[src/rtl/counter_monitor.sv]
// Built-in self-check beside a free-running counter: predicts the next count from the sampled history,
// flags deviations, counts errors and reports wrap-around. Define COUNT_MON_WRAP_CNT_EN to add the wrap_cnt port.
module counter_monitor #(
    parameter int WIDTH     = 4,
    parameter int ERR_LIMIT = 3
) (
    input  logic             clk,
    input  logic             rst_n,
    input  logic             en,
    input  logic [WIDTH-1:0] count,
    input  logic             clr_err,
    output logic             locked,
    output logic             mismatch,
    output logic             wrap,
    output logic [7:0]       err_cnt,
    output logic             fault
`ifdef COUNT_MON_WRAP_CNT_EN
    ,
    output logic [15:0]      wrap_cnt
`endif
);

    typedef enum logic [1:0] {
        SYNC  = 2'd0,
        TRACK = 2'd1,
        FAULT = 2'd2
    } state_t;

    localparam logic [WIDTH-1:0] ALL_ONES  = '1;
    localparam logic [3:0]       LIMIT_VAL = 4'(ERR_LIMIT);

    state_t           state_q, state_d;
    logic [WIDTH-1:0] cnt_q, cnt_d;
    logic             en_q, en_d;
    logic             mismatch_q, mismatch_d;
    logic             wrap_q, wrap_d;
    logic [7:0]       err_cnt_q, err_cnt_d;
    logic [3:0]       consec_q, consec_d;
    logic             fault_q, fault_d;

    logic [WIDTH-1:0] expected;
    logic             differs;
    logic [3:0]       consec_inc;

    always_comb begin
        expected   = cnt_q + {{(WIDTH-1){1'b0}}, en_q};
        differs    = (count != expected);
        consec_inc = consec_q + 4'd1;

        state_d    = state_q;
        cnt_d      = count;
        en_d       = en;
        mismatch_d = 1'b0;
        wrap_d     = 1'b0;
        err_cnt_d  = err_cnt_q;
        consec_d   = consec_q;
        fault_d    = fault_q;

        // A clear on the same edge as a bad count discards that mismatch.
        if (clr_err) begin
            state_d   = SYNC;
            err_cnt_d = 8'd0;
            consec_d  = 4'd0;
            fault_d   = 1'b0;
        end else begin
            case (state_q)
                SYNC: state_d = TRACK;
                TRACK: begin
                    if (differs) begin
                        mismatch_d = 1'b1;
                        consec_d   = consec_inc;
                        if (err_cnt_q != 8'hFF) begin
                            err_cnt_d = err_cnt_q + 8'd1;
                        end
                        if (consec_inc >= LIMIT_VAL) begin
                            state_d = FAULT;
                            fault_d = 1'b1;
                        end
                    end else begin
                        consec_d = 4'd0;
                        wrap_d   = en_q && (cnt_q == ALL_ONES) && (count == '0);
                    end
                end
                FAULT:   state_d = FAULT;
                default: state_d = SYNC;
            endcase
        end
    end

    always_ff @(posedge clk) begin
        if (!rst_n) begin
            state_q    <= SYNC;
            cnt_q      <= '0;
            en_q       <= 1'b0;
            mismatch_q <= 1'b0;
            wrap_q     <= 1'b0;
            err_cnt_q  <= 8'd0;
            consec_q   <= 4'd0;
            fault_q    <= 1'b0;
        end else begin
            state_q    <= state_d;
            cnt_q      <= cnt_d;
            en_q       <= en_d;
            mismatch_q <= mismatch_d;
            wrap_q     <= wrap_d;
            err_cnt_q  <= err_cnt_d;
            consec_q   <= consec_d;
            fault_q    <= fault_d;
        end
    end

    assign locked   = (state_q == TRACK);
    assign mismatch = mismatch_q;
    assign wrap     = wrap_q;
    assign err_cnt  = err_cnt_q;
    assign fault    = fault_q;

`ifdef COUNT_MON_WRAP_CNT_EN
    logic [15:0] wrap_cnt_q, wrap_cnt_d;

    always_comb begin
        wrap_cnt_d = wrap_cnt_q;
        if (clr_err) begin
            wrap_cnt_d = 16'd0;
        end else if (wrap_d) begin
            wrap_cnt_d = wrap_cnt_q + 16'd1;
        end
    end

    always_ff @(posedge clk) begin
        if (!rst_n) begin
            wrap_cnt_q <= 16'd0;
        end else begin
            wrap_cnt_q <= wrap_cnt_d;
        end
    end

    assign wrap_cnt = wrap_cnt_q;
`endif

endmodule
[config.mk]
export PLATFORM = sky130hd
export DESIGN_NAME = counter_monitor
export DESIGN_NICKNAME = d
export VERILOG_FILES = /design/src/rtl/counter_monitor.sv
export SDC_FILE = /design/constraint.sdc
export NUM_CORES = 1
export LEC_CHECK = 0
export ABC_AREA = 1
export CORE_MARGIN = 5
export CORE_UTILIZATION = 41
export DETAILED_ROUTE_END_ITERATION = 10
export PLACE_DENSITY = 0.71
export SYNTH_ARGS = -nofsm -noshare
export SYNTH_HDL_FRONTEND = slang
export SYNTH_SLANG_ARGS = --single-unit
[constraint.sdc]
create_clock -name clk -period 3.2 [get_ports clk]
set_input_delay 0.32 -clock clk [delete_from_list [all_inputs] [get_ports clk]]
set_output_delay 0.32 -clock clk [all_outputs]
set_load 0.01 [all_outputs]
After elaboration in Yosys (flattened, before gate mapping)
Index checks and enable logic that the tools add are counted.
Word-level totals
  bits in registers: 22
  output and inout bits: 12
  input port bits: 8
Operators by class
  multiplexer cells: 5
  equality and inequality tests: 7
  bitwise logic cells: 2
  $add $sub $neg: 3
  reduce and logical (&&, ||, !) cells: 10
  order comparisons: 1
Operators with widths (number)
  8-bit by 1-bit adder with 8-bit output (second input constant): 1
  8-bit != test (second input constant): 1
  2-bit case mux with 3 select lines: 1
  3-bit AND reduction: 2
  4-bit by 1-bit adder with 4-bit output: 1
  4-bit by 1-bit adder with 4-bit output (second input constant): 1
  4-bit equality test (second input constant): 1
  4-bit by 2-bit greater-or-equal comparator with 1-bit output (second input constant): 1
  4-bit zero test: 1
  2-bit two-way mux: 2
  4-bit two-way mux: 1
  2-bit by 1-bit != test with 1-bit output (second input constant): 2
  4-bit != test: 1
  4-bit OR reduction: 1
  3-bit OR reduction: 1
  2-bit by 1-bit equality test with 1-bit output (second input constant): 1
  2-bit equality test (second input constant): 1
  1-bit logical AND: 2
  2-bit zero test: 1
  1-bit NOT: 2
  2-bit AND reduction: 1
  2-bit OR reduction: 1
  1-bit two-way mux: 1

Depth between registers and ports, before layout
  depth after elaboration: 5
  depth in mapped cells: 14
  depth with buffers taken out: 13

Worst setup path before layout
No wires, ideal clock.
  path kind: reg2reg
  start point: register cnt_q[0]
  end point: register err_cnt_q[5] (netlist: err_cnt[5])
  arrival time: 1.514 ns
  data required time: 3.074 ns
  stages on the path, launching flop included: 12
  setup time: 0.126 ns
  path slack: 1.561 ns
  path through: dfxtp_1 > ha_1 > ha_1 > xnor2_1 > nand2_1 > nor2_2 > nand2_2 > buf_6 > nand3_1 > nand2_1 > nand2_1 > nor2_2
On the way
  word-level cells in the longest chain between the ends: 3
Ends and longest elaborated chain
  start, declared: line 33  | logic [WIDTH-1:0] cnt_q, cnt_d;
  start signal, assigned: line 102  | cnt_q <= cnt_d;
  4-bit by 1-bit adder with 4-bit output: line 46  | expected = cnt_q + {{(WIDTH-1){1'b0}}, en_q};
  4-bit != test: line 47  | differs = (count != expected);
  3-bit AND reduction (no source line)
  end signal, assigned: line 106  | err_cnt_q <= err_cnt_d;
  end, declared: line 37  | logic [7:0] err_cnt_q, err_cnt_d;
Every way passes these cells.
A chain may end at the register's enable or synchronous reset.

Worst setup path after layout
  start point: register state_q[1]
  end point: output port locked
On the way
  word-level cells in the longest chain between the ends: 1
Ends and longest elaborated chain
  start, declared: line 32  | state_t state_q, state_d;
  start signal, assigned: line 101  | state_q <= state_d;
  2-bit by 1-bit equality test with 1-bit output: line 112  | assign locked = (state_q == TRACK);
  end, declared: line 12  | output logic locked,
Every way passes these cells.

==> flow_summary.ini <==
[floorplanning]
rows = 19
io_pins = 20
die_h_um = 64.2
die_area_mm2 = 0.00412
start_util_pct = 43.3
coreArea_mm2 = 0.00278
die_x_um = 64.2

[timing]
clock_skew_ns = 0.000905
setup_tns_ns = 0
finalHoldViolCount = 0
min_period_ns = 2.20
finalMaxSlewViolations = 0
holdWs_ns = 0.474
grt_setup_unrepaired = false
finalCritPeriodShare_pct = 68.7
worst_pin_slew_ns = 0.576
setup_viol_count_final = 0
fmax_ghz = 0.455
timing.slew.headroom_pct = 61.6

[synthesis]
ys_types = 23
syn_inst = 167
synth.avg_cell_area_um2 = 7.22
synth_top_area_cell = dfxtp_1
ys_warn_count = 0
synth_top_area_share_pct = 36.6
ys_ff_latch = 22
synth_seq_area_share_pct = 36.6
syn_nets = 182
synthTopCellsByArea = dfxtp_1 (37%), nand2_1 (13%), inv_1 (8.7%), ha_1 (7.3%), nand3_1 (5.8%)
synth_area_mm2 = 0.00120

[setup_path]
critical_path_arrival_ns = 1.88
r2r_setup_slack_ns = 1.34
r2r-end = err_cnt[3]
worstReg2RegStart = cnt_q[0]
required_ns = 2.88
r2r_cells = 9
critPathMaxFanout = 15
start_kind = register
worstSetupPathType = register to output pin
endpoint_kind = output pin

[routing]
routed_via_density = 4.85
wl_met3_um = 112
wirelength_um = 2410
ant_nets = 0
vias = 1057
top_layer = met4
drtIter0Drc = 52
wl_per_cell_um = 11.0
wl_met1_um = 1130
dr.pass1.iters = 6
drc = 0
met2_length_um = 1110

[clock_tree]
tritoncts = done
path_clk_slew_ns = 0.12
ctsResizeCount = 0
clock_latency_ns = 0.31
cts-root-buf = clkbuf_4
cts_made_buffers = 3
clockBufferDepth = 2
cts_hold_buf = 0
cts_sinks = 22
h-tree-depth = 1
cts_setup_buffers = 0

[worst_hold_path]
min_path_cells = 2
hold_start = state_q[1]
holdCritPathClass = register to register
hold_end = state_q[1]

[global_route]
grt_max_degree = 16
grt_pass1_vias = 1006
grt_pass1_wl_um = 4170
overflow = 0
grtUsageTotal_pct = 12.3
antenna_found_initial = 0

[place]
gp_congestion = 0.795
post-dp-hpwl_um = 1880
port_buffers = 19

[cells_and_area]
nFillCells = 269
layout-drive-gt1-share_pct = 8.56
area_growth_pct = 21.5
nNetsFinal = 203
antenna_cells = 0

[power_and_ir_drop]
powerDensity_mw_per_mm2 = 385
ir_worst_vdd_v = 0.000268
p_leak_nw = 0.651
power_w = 0.000563

[outcome]
status = finished, final reports clean

[job]
drv_cap = 0
==> placed cells by master, fill, tap and decap left out, types with 5 or more instances in the layout <==
cell type,netlist,layout
dfxtp_1,22,22
nor2_1,8,8
inv_1,28,28
nand2_1,41,41
clkdlybuf4s50_1,0,19
nand4_1,8,8
ha_1,7,7
nand3_1,14,14
a21oi_1,10,10
xnor2_1,5,5
==> worst max-delay path: stages (launching register included) <==
cell	delay, ns
dfxtp_1	0.33
inv_1	0.07
ha_1	0.52
clkdlybuf4s50_1	0.65
==> metal layers <==
layer,GRT usage (%),vias up
met1,14.4,466
met5,0,-
met4,6.36,0
met3,2.28,7
li1,-,562
met2,21.2,22
==> metrics by stage <==
step	utilization (%)	cell area (um^2)	setup WS, ns	std cells
after detailed placement	50.7	1410	1.32	214
after global placement	50.7	1410	1.34	214
after CTS	52.6	1460	1.03	218
final	52.6	1460	1.00	218
after floorplan	-	1200	1.56	167
after global routing	52.6	1460	0.918	218
==> state kept, by name (all words and copies together) (netlist names) <==
signal / cells
mismatch: 1
cnt_q: 4
state_q: 2
err_cnt: 8
wrap: 1
en_q: 1
fault: 1
consec_q: 4
==> cell type report <==
type | instances | area, um^2 | share of cell area (%)
inverters | 31 | 116 | 7.95
repair buffers | 19 | 190 | 13.0
clock inverters | 1 | 30.0 | 2.05
flip-flops and latches | 22 | 440 | 30.1
multi-input cells | 111 | 626 | 42.7
well taps | 31 | 38.8 | 2.65
clock buffers | 3 | 22.5 | 1.54
==> logic make-up after synthesis <==
group,after synthesis,share of synthesized area [%]
flops,22,36.6
fa+ha+maj,7,7.27
simple gates,83,33.4
buf+inv,34,11.5
compound gates,13,5.40
xor+xnor,8,5.82
==> Yosys cell counts, drive strengths merged <==
| library cell | count |
|---|---|
| clkbuf | 1 |
| o21ai | 3 |
| nand4 | 8 |
| nand3 | 16 |
| nand3b | 1 |
| a21oi | 10 |
| xor2 | 3 |
| nor2 | 13 |
| ha | 7 |
| nor3 | 2 |
| dfxtp | 22 |
| xnor2 | 5 |
| inv | 31 |
| buf | 2 |
| nand2 | 43 |
==> power breakdown <==
part	leakage, nW	internal, W	switching (W)
registers	0.179	0.000281	0.00000504
logic	0.444	0.0000280	0.0000389
clock network	0.0279	0.000127	0.0000841
==> worst max-delay path by stage <==
stage,startpoint,endpoint,slack (ns),cells past startpoint
2_1_floorplan,cnt_q[0],err_cnt[5],1.56,11
3_5_place_dp,count[3],err_cnt[2],1.32,9
5_1_grt,state_q[0],locked,0.92,2
6_report,state_q[1],locked,1.00,3
4_1_cts,state_q[0],locked,1.03,2
3_3_place_gp,count[3],err_cnt[1],1.34,10
Note: power is estimated with default switching activity, not from simulation.
